<file path="src/rtl/l2_arbiter.sv">
// Two-client (I-cache read, D-cache read/write) arbiter in front of the L2 cache.
// Define L2ARB_RR_EN for round-robin tie breaking; otherwise the D-cache always wins a tie.
//
// state   | meaning
// IDLE    | sample client requests, latch the winner into the L2 request registers
// BUSY    | L2 request held; waiting for l2arb_mem_resp
// RELEASE | dead cycle so the L1 can drop a satisfied request and L2 can go idle
module l2_arbiter #(
    parameter int ADDR_W = 16,
    parameter int LINE_W = 128
) (
    input  logic              clk,
    input  logic              reset,
    input  logic              icache_pmem_read,
    input  logic [ADDR_W-1:0] icache_pmem_address,
    output logic [LINE_W-1:0] icache_pmem_rdata,
    output logic              icache_pmem_resp,
    input  logic              dcache_pmem_read,
    input  logic              dcache_pmem_write,
    input  logic [ADDR_W-1:0] dcache_pmem_address,
    input  logic [LINE_W-1:0] dcache_pmem_wdata,
    output logic [LINE_W-1:0] dcache_pmem_rdata,
    output logic              dcache_pmem_resp,
    output logic              l2arb_mem_read,
    output logic              l2arb_mem_write,
    output logic [ADDR_W-1:0] l2arb_mem_address,
    output logic [LINE_W-1:0] l2arb_mem_wdata,
    input  logic [LINE_W-1:0] l2arb_mem_rdata,
    input  logic              l2arb_mem_resp
);

    typedef enum logic [1:0] {
        IDLE    = 2'd0,
        BUSY    = 2'd1,
        RELEASE = 2'd2
    } state_t;

    state_t            state, state_nxt;
    logic              grant_d, grant_d_nxt;
    logic              read_nxt, write_nxt;
    logic [ADDR_W-1:0] address_nxt;
    logic [LINE_W-1:0] wdata_nxt;
    logic              i_req, d_req, pick_d, done;

    assign i_req = icache_pmem_read;
    assign d_req = dcache_pmem_read | dcache_pmem_write;
    assign done  = (state == BUSY) & l2arb_mem_resp;

`ifdef L2ARB_RR_EN
    // last_grant: 1 = D-cache completed the most recent transaction
    logic last_grant;

    assign pick_d = d_req & (~i_req | ~last_grant);

    always_ff @(posedge clk) begin
        if (reset) begin
            last_grant <= 1'b0;
        end else if (done) begin
            last_grant <= grant_d;
        end
    end
`else
    assign pick_d = d_req;
`endif

    always_comb begin
        state_nxt   = state;
        grant_d_nxt = grant_d;
        read_nxt    = l2arb_mem_read;
        write_nxt   = l2arb_mem_write;
        address_nxt = l2arb_mem_address;
        wdata_nxt   = l2arb_mem_wdata;
        case (state)
            IDLE: begin
                if (i_req | d_req) begin
                    state_nxt   = BUSY;
                    grant_d_nxt = pick_d;
                    if (pick_d) begin
                        // read+write together is treated as a write
                        write_nxt   = dcache_pmem_write;
                        read_nxt    = ~dcache_pmem_write;
                        address_nxt = dcache_pmem_address;
                        wdata_nxt   = dcache_pmem_write ? dcache_pmem_wdata : '0;
                    end else begin
                        write_nxt   = 1'b0;
                        read_nxt    = 1'b1;
                        address_nxt = icache_pmem_address;
                        wdata_nxt   = '0;
                    end
                end
            end
            BUSY: begin
                if (l2arb_mem_resp) begin
                    state_nxt = RELEASE;
                    read_nxt  = 1'b0;
                    write_nxt = 1'b0;
                end
            end
            RELEASE: state_nxt = IDLE;
            default: state_nxt = IDLE;
        endcase
    end

    always_ff @(posedge clk) begin
        if (reset) begin
            state             <= IDLE;
            grant_d           <= 1'b1;
            l2arb_mem_read    <= 1'b0;
            l2arb_mem_write   <= 1'b0;
            l2arb_mem_address <= '0;
            l2arb_mem_wdata   <= '0;
        end else begin
            state             <= state_nxt;
            grant_d           <= grant_d_nxt;
            l2arb_mem_read    <= read_nxt;
            l2arb_mem_write   <= write_nxt;
            l2arb_mem_address <= address_nxt;
            l2arb_mem_wdata   <= wdata_nxt;
        end
    end

    assign icache_pmem_resp  = done & ~grant_d;
    assign dcache_pmem_resp  = done & grant_d;
    assign icache_pmem_rdata = l2arb_mem_rdata;
    assign dcache_pmem_rdata = l2arb_mem_rdata;

endmodule

</file>
<file path="config.mk">
export PLATFORM = sky130hd
export DESIGN_NAME = l2_arbiter
export DESIGN_NICKNAME = d
export VERILOG_FILES = /design/src/rtl/l2_arbiter.sv
export SDC_FILE = /design/constraint.sdc
export NUM_CORES = 1
export LEC_CHECK = 0
export BUFFER_PORTS_ARGS = -buffer_cell sky130_fd_sc_hd__clkbuf_2
export CAP_MARGIN = 15
export CORE_AREA = 3 3 271 273
export DETAILED_ROUTE_END_ITERATION = 7
export DIE_AREA = 0 0 274 276
export SLEW_MARGIN = 20
export SYNTH_ARGS = -nofsm -noshare
export SYNTH_HDL_FRONTEND = slang
export SYNTH_SLANG_ARGS = --single-unit
</file>
<file path="constraint.sdc">
create_clock -name clk -period 4.35 [get_ports clk]
set_input_delay 0.435 -clock clk [delete_from_list [all_inputs] [get_ports clk]]
set_output_delay 0.435 -clock clk [all_outputs]
set_load 0.005 [all_outputs]
</file>
== Word-level counts from Yosys, hierarchy flattened ==
Index checks and enable logic that the tools add are counted.

* Reduce and logical (&&, ||, !) cells: 5
* Multiplexer cells: 13
* Eq/ne operators: 3
* Bitwise logic cells: 7

{| class="wikitable"
|+ Operators by type and width
! kind !! number
|-
| $mux W128 || 2
|-
| $mux W16 || 1
|-
| $mux W1 || 5
|-
| $mux W2 || 2
|-
| $ne A2 B2 Y1 const B || 2
|-
| $pmux W1 S2 || 2
|-
| $pmux W2 S2 || 1
|-
| $reduce_and A2 Y1 || 2
|-
| $and A1 B1 Y1 || 3
|-
| $reduce_and A3 Y1 || 1
|-
| $eq A2 B1 Y1 const B || 1
|-
| $logic_not A2 Y1 || 1
|-
| $not A1 Y1 || 2
|-
| $or A1 B1 Y1 || 2
|-
| $reduce_bool A2 Y1 || 1
|}

* Input port bits: 294
* Register bits after elaboration: 149
* Word-level logic and storage cells: 34

== Longest topological paths before layout ==
Gate-level depths: netlist (run 1).

* Word-level depth: 4
* Gate-level depth with buffers: 6

== Least setup slack after synthesis (run 1) ==
No wires, ideal clock.

* Kind: input-to-reg
* Start: input dcache_pmem_read
* End: register l2arb_mem_address[10]
* Data required time: 4205 ps
* Stages: 6
* Arrival time: 1438 ps
* Slack: 2767 ps
* Path buffers: 3
* Path through: buf_6 or3_1 buf_2 buf_2 a21oi_1 a311oi_2

* Cells in the longest elaborated chain, start to end: 3

{| class="wikitable"
|+ Ends and longest elaborated chain
! item !! RTL line !! source
|-
| from (decl) || 18 || <nowiki>input logic dcache_pmem_read,</nowiki>
|-
| $or A1 B1 Y1 * || 46 || <nowiki>assign d_req = dcache_pmem_read | dcache_pmem_write;</nowiki>
|-
| $or A1 B1 Y1 || 75 || <nowiki>if (i_req | d_req) begin</nowiki>
|-
| $reduce_and A2 Y1 (no line) || n/a ||
|-
| to (signal assigned) || 117 || <nowiki>l2arb_mem_address <= address_nxt;</nowiki>
|-
| to (decl) || 26 || <nowiki>output logic [ADDR_W-1:0] l2arb_mem_address,</nowiki>
|}

Every way passes the cells marked *; elsewhere a longest branch is shown, timed or not.
A chain may end at the register's enable or synchronous reset.

== Worst setup path in the final report (run 1) ==
* Start: register state[0]
* End: output dcache_pmem_resp

* Cells in the longest elaborated chain, start to end: 3

{| class="wikitable"
|+ Ends and longest elaborated chain
! item !! RTL line !! source
|-
| from (decl) || 38 || <nowiki>state_t state, state_nxt;</nowiki>
|-
| from (signal assigned) || 113 || <nowiki>state <= state_nxt;</nowiki>
|-
| $eq A2 B1 Y1 || 47 || <nowiki>assign done = (state == BUSY) & l2arb_mem_resp;</nowiki>
|-
| $and A1 B1 Y1 || 47 ||
|-
| $and A1 B1 Y1 || 123 || <nowiki>assign dcache_pmem_resp = done & grant_d;</nowiki>
|-
| to (decl) || 23 || <nowiki>output logic dcache_pmem_resp,</nowiki>
|}

Every way passes these cells.

==> impl_metrics.py, run 1 <==
metrics = {
    "global_routing": {
        "grt_usage_pct": 7.025,
        "grt_overflow": 0,
        "grt_max_degree": 84,
        "grt_pass1_vias": 5995,
        "antenna_found_initial": 1,
        "grt_pass1_wl_um": 38970,
    },
    "synthesis": {
        "ys_ff_latch": 149,
        "synth_fp_nets": 1238,
        "ys_types": 24,
        "postSynthAreaPerCell_um2": 8.224,
        "synth_area_leaders": "dfxtp_1 38%, buf_4 25%, a21oi_1 9.5%",
        "synth_top_area_cell": "dfxtp_1",
        "yosysTopAreaCellShare_pct": 38.42,
        "yosysSeqAreaShare_pct": 38.42,
        "yosys_warnings": 0,
        "syn_area_um2": 7764,
        "synthCells": 944,
    },
    "final_layout": {
        "fin_nets": 1253,
        "nFillCells": 8286,
        "syn2layout_area_growth_pct": 13.02,
        "multi_input_area_um2": 2340,
        "drive_gt1_share_pct": 37.76,
        "mostFrequentLayoutCell": "clkbuf_2",
        "layout_common_cells": "312 x clkbuf_2, 149 x dfxtp_1, 147 x a21oi_1",
        "final-seq-area_um2": 2983,
        "antenna_cells": 0,
    },
    "sta": {
        "finClkSkew_ns": 0.02773,
        "fin_crit_ns": 1.961,
        "drv_slew": 0,
        "finalHoldViolCount": 0,
        "whs_ns": 0.1675,
        "rsz0062_at_grt": "false",
        "setup_ws_ns": 2.389,
        "setup_viol": 0,
        "maxSlewHeadroom_pct": 44.37,
        "setup_tns_ns": 0,
        "fmaxAchievable_mhz": 510.0,
        "finalCritPeriodShare_pct": 45.08,
        "tightest_slew_ns": 0.8336,
    },
    "critical_path": {
        "worstSetupPathType": "register to output pin",
        "arrival_ns": 1.53,
        "critPathMaxFanout": 6,
        "end_kind": "output pin",
        "start_kind": "register",
        "crit_required_ns": 3.91,
    },
    "drt": {
        "drcViolationCount": 0,
        "top_layer_used": "met5",
        "wl_met3_um": 3499,
        "dr.pass1.iters": 4,
        "num_vias": 6313,
        "avgRoutedWirePerCell_um": 14.36,
        "dr_wl_met2_um": 10970,
        "ant_nets": 0,
        "drt_iter0_markers": 260,
        "wirelength_um": 27590,
        "met1_length_um": 10540,
        "via_per_inst": 3.285,
    },
    "run": {
        "max-cap-violations": 0,
    },
    "run_status": {
        "run_status": "finished, final reports clean",
    },
    "min_path": {
        "hp-class": "input pin to register",
    },
    "placed_design": {
        "place.gp.congestion": 0.7670,
        "numPortBuffers": 313,
        "dp_hpwl_um": 19920,
        "post-place-ws_ns": 2.132,
    },
    "cts": {
        "cts_root_buffer": "clkbuf_16",
        "cts_setup_buffers": 0,
        "ctsLongestPathBuffers": 2,
        "clkLatencyLatePin_ns": 0.48,
        "tritoncts": "yes",
        "cts_resized": 0,
        "hold_buffers": 0,
        "clock-sinks": 149,
        "h-tree-depth": 4,
        "cts.clk_slew.worst_paths_ns": 0.08,
        "cts_buffers": 17,
    },
    "floorplan": {
        "row_count": 98,
        "fp.dieW_um": 274,
        "die-area_um2": 75620,
        "floorplan.initialDensity_pct": 10.88,
        "ios": 698,
        "die_h_um": 276,
        "fp.coreArea_um2": 71360,
    },
    "power": {
        "p_per_area_nw_per_um2": 398.7,
        "p_leak_nw": 3.471,
        "ir_drop_mv": 0.1879,
    },
}
## worst max-delay path, stage by stage, from the launching register on
cell and delay [ns]:
dfxtp_1 0.47, nand3b_1 0.27, nor2_1 0.17, clkbuf_2 0.14
## synthesized netlist by cell type (all sizes together)
cell     instances
nor3             1
nand3b           1
inv              1
or2              1
nor2             8
o21ai          144
a21oi          147
dfxtp          149
or3              3
nand2          145
buf            289
a311oi          16
a2111oi          1
nor3b            1
clkbuf          35
o211ai           2
## layer usage
metal,global-route usage (%),vias up
met1,7.497,2839
met3,3.697,156
li1,-,2923
met2,9.516,391
met5,0.5135,-
met4,7.160,4
## cells by family (layout without fill, tap and decap cells)
kind of cell | count (synthesis) | in the layout | share of synthesized area (%)
AND/OR/NAND/NOR | 160 | 160 | 8.429
AO/OA/AOI/OAI | 310 | 310 | 21.68
buffers and inverters | 325 | 353 | 31.47
flip-flops | 149 | 149 | 38.42
## worst paths after layout
path | slack [ns] | from | endpoint | depth (start not counted)
min | 0.17 | dcache_pmem_wdata[122] | l2arb_mem_wdata[122] | 3
min reg2reg | 0.47 | l2arb_mem_wdata[35] | l2arb_mem_wdata[35] | 2
max | 2.39 | state[0] | dcache_pmem_resp | 3
max reg2reg | 2.40 | state[0] | l2arb_mem_wdata[76] | 4
## cell type report
type	count	share of cell area, %
clock buffer	18	4.891
clock inverter	14	1.626
inverter	1	0.04278
tap	950	13.55
multi-input combinational	470	26.66
sequential	149	33.99
timing repair buffer	320	19.24
## state kept, by name, indices dropped and copies added, names as in the netlist
register,flops
l2arb_mem_write,1
l2arb_mem_address,16
l2arb_mem_wdata,128
l2arb_mem_read,1
state,2
grant_d,1
## stage by stage
stage               instance area [um2]  util [%]  cells  power [mW]
floorplan                          7764         -    944       1.986
global placement                   8203     11.49   1890       2.004
detailed placement                 8203     11.49   1890       2.006
CTS                                8775     12.30   1922       3.620
global route                       8775     12.30   1922       3.712
finish                             8775     12.30   1922       3.498
## power breakdown
part | switching, mW | internal (mW) | leakage, nW
Combinational | 0.278 | 0.191 | 1.97
Sequential | 0.0465 | 1.45 | 1.22
Clock | 0.726 | 0.807 | 0.282
Power figures use the tool's default switching activity.
==> run 2: changes to the inputs <==
CORE_AREA = 3 3 269 271   (was 3 3 271 273)
DIE_AREA = 0 0 272 274   (was 0 0 274 276)
clock period = 1.7 ns   (was 4.35 ns; I/O delays follow)
==> run 2 against run 1 <==
Net effect: total power grew to 2.7 times the previous value; worst hold slack worse by 0.081 ns; global-route usage is 1.1 points higher.
==> impl_metrics.py, run 2 (synthesized netlist as in run 1, its figures left out) <==
metrics = {
    "final_layout": {
        "layout_common_cells": "312 x clkbuf_2, 160 x dlygate4sd3_1, 148 x dfxtp_1",
        "drive_gt1_share_pct": 33.97,
        "regMostFlops": "l2arb_mem_wdata",
        "syn2layout_area_growth_pct": 37.47,
        "nFillCells": 7931,
        "antenna_cells": 0,
        "mostFrequentLayoutCell": "clkbuf_2",
        "finalNonFillerCells": 2094,
        "final-seq-area_um2": 2984,
        "largest_reg_flops": 128,
        "reg_top3": "l2arb_mem_wdata x128, l2arb_mem_address x16, state x2",
        "multi_input_area_um2": 2342,
        "utilization_pct": 15.24,
        "fin_nets": 1435,
    },
    "sta": {
        "finalHoldViolCount": 0,
        "drv_slew": 0,
        "tightest_slew_ns": 0.6598,
        "fmaxAchievable_mhz": 639.6,
        "setup_tns_ns": 0,
        "fin_crit_ns": 1.563,
        "finalCritPeriodShare_pct": 91.96,
        "setup_viol": 0,
        "maxSlewHeadroom_pct": 56.01,
        "finClkSkew_ns": 0.01425,
        "rsz0062_at_grt": "false",
    },
    "drt": {
        "avgRoutedWirePerCell_um": 14.82,
        "ant_nets": 0,
        "dr.pass1.iters": 5,
        "wirelength_um": 31030,
        "num_vias": 7068,
        "drcViolationCount": 0,
        "via_per_inst": 3.375,
        "drt_iter0_markers": 282,
    },
    "global_routing": {
        "grt_usage_pct": 8.125,
        "grt_max_degree": 78,
        "grt_pass1_wl_um": 44290,
        "antenna_found_initial": 2,
        "grt_pass1_vias": 7056,
        "grt_overflow": 0,
    },
    "placed_design": {
        "dp.cells": 1900,
        "numPortBuffers": 313,
        "dp_hpwl_um": 21740,
        "place.gp.congestion": 0.7674,
    },
    "floorplan": {
        "fp.coreArea_um2": 70030,
        "die_h_um": 274,
        "floorplan.initialDensity_pct": 11.09,
        "ios": 698,
        "die-area_um2": 74530,
        "row_count": 97,
        "fp.dieW_um": 272,
    },
    "min_path": {
        "hp-class": "input pin to register",
        "holdPathStages": 3,
        "hp-start": "dcache_pmem_address[7]",
        "min_to": "l2arb_mem_address[7]",
    },
    "critical_path": {
        "arrival_ns": 1.95,
        "critPathMaxFanout": 73,
        "crit_required_ns": 2.09,
        "rr_endpoint": "l2arb_mem_wdata[57]",
        "reg2reg_slack_ns": 0.21,
        "crit_path_max_incr_delay_ns": 0.52,
        "worstSetupPathType": "input pin to register",
        "end_kind": "register",
        "r2r-start": "state[1]",
        "crit_chain": "dlygate4sd3_1 > clkbuf_2 > nor3b_4 > buf_12 > nand2_1 > a21oi_1",
        "cp_slowest_cell": "dlygate4sd3_1",
        "r2r_cells": 4,
        "start_kind": "input pin",
    },
    "run": {
        "max-cap-violations": 0,
    },
    "cts": {
        "clkLatencyLatePin_ns": 0.47,
        "clock-sinks": 149,
        "h-tree-depth": 4,
        "tritoncts": "yes",
        "ctsLongestPathBuffers": 2,
        "cts_root_buffer": "clkbuf_16",
        "cts.clk_slew.worst_paths_ns": 0.06,
        "cts_buffers": 17,
    },
    "power": {
        "p_leak_nw": 4.290,
        "ir_drop_mv": 0.5129,
        "p_per_area_nw_per_um2": 887.5,
    },
    "run_status": {
        "run_status": "finished, final reports clean",
    },
}
==> run 2: cell types whose count changed in the layout (fill, tap and decap cells not counted), moves of 2 or more <==
cell	delta
clkbuf_8	+2
inv_8	-3
buf_4	+13
inv_6	-2
buf_12	+9
dlygate4sd3_1	+160
clkinv_4	+2
==> run 2: metrics by stage <==
| step | hold slack [ns] | total power [mW] | area [um2] | worst slack [ns] |
|---|---|---|---|---|
| global route | 0.07438 | 10.02 | 10670 | 0.01098 |
| global placement | 0.3401 | 5.255 | 8453 | 0.2216 |
| floorplan | 0.2610 | 5.082 | 7764 | 0.2775 |
| detailed placement | 0.3401 | 5.257 | 8453 | 0.1905 |
| finish | 0.08634 | 9.472 | 10670 | 0.1366 |
| CTS | 0.02965 | 9.764 | 10660 | 0.01884 |
==> run 2: critical path, delay by kind of cell <==
kind | cells | cell delay [ns]
AND/OR/NAND/NOR | 2 | 0.47
buffers and inverters | 3 | 1.03
AO/OA/AOI/OAI | 1 | 0.16
==> run 2: power breakdown <==
part,leakage (nW),switching (mW),internal [mW]
logic,2.78,0.825,0.815
registers,1.22,0.115,3.71
clock network,0.290,1.75,2.25
==> run 2: timing repair <==
action | 4_1_cts | 5_1_grt
setup buffers | 0 | 2
hold endpoints to repair | 146 | 0
hold buffers | 160 | 0
gates resized for setup | 2 | 0
endpoints found under the setup margin | 1 | 2
==> run 2: area by class of cell <==
type / instances / share of cell area, %
Timing Repair Buffer: 502 / 33.42
Inverter: 1 / 0.03517
Clock inverter: 13 / 1.372
Clock buffer: 19 / 4.244
Multi-Input combinational cell: 470 / 21.95
Tap cell: 940 / 11.02
Sequential cell: 149 / 27.96
==> run 2: how the worst max path moves through the flow <==
stage	from	end	slack (ns)	depth (start not counted)
2_1_floorplan	state[1]	l2arb_mem_address[10]	0.28	6
3_3_place_gp	dcache_pmem_write	l2arb_mem_wdata[107]	0.22	6
3_5_place_dp	dcache_pmem_write	l2arb_mem_wdata[99]	0.19	6
4_1_cts	state[1]	icache_pmem_resp	0.02	3
5_1_grt	state[1]	icache_pmem_resp	0.01	3
6_report	dcache_pmem_write	l2arb_mem_wdata[57]	0.14	6
==> run 2: metal layers <==
metal | GRT usage (%) | vias up | part of all wire [%]
met1 | 7.785 | 3161 | 34
met4 | 7.201 | 6 | 7.6
li1 | - | 3286 | -
met2 | 12.44 | 458 | 45
met5 | 0.7237 | - | 0.35
met3 | 4.611 | 157 | 13
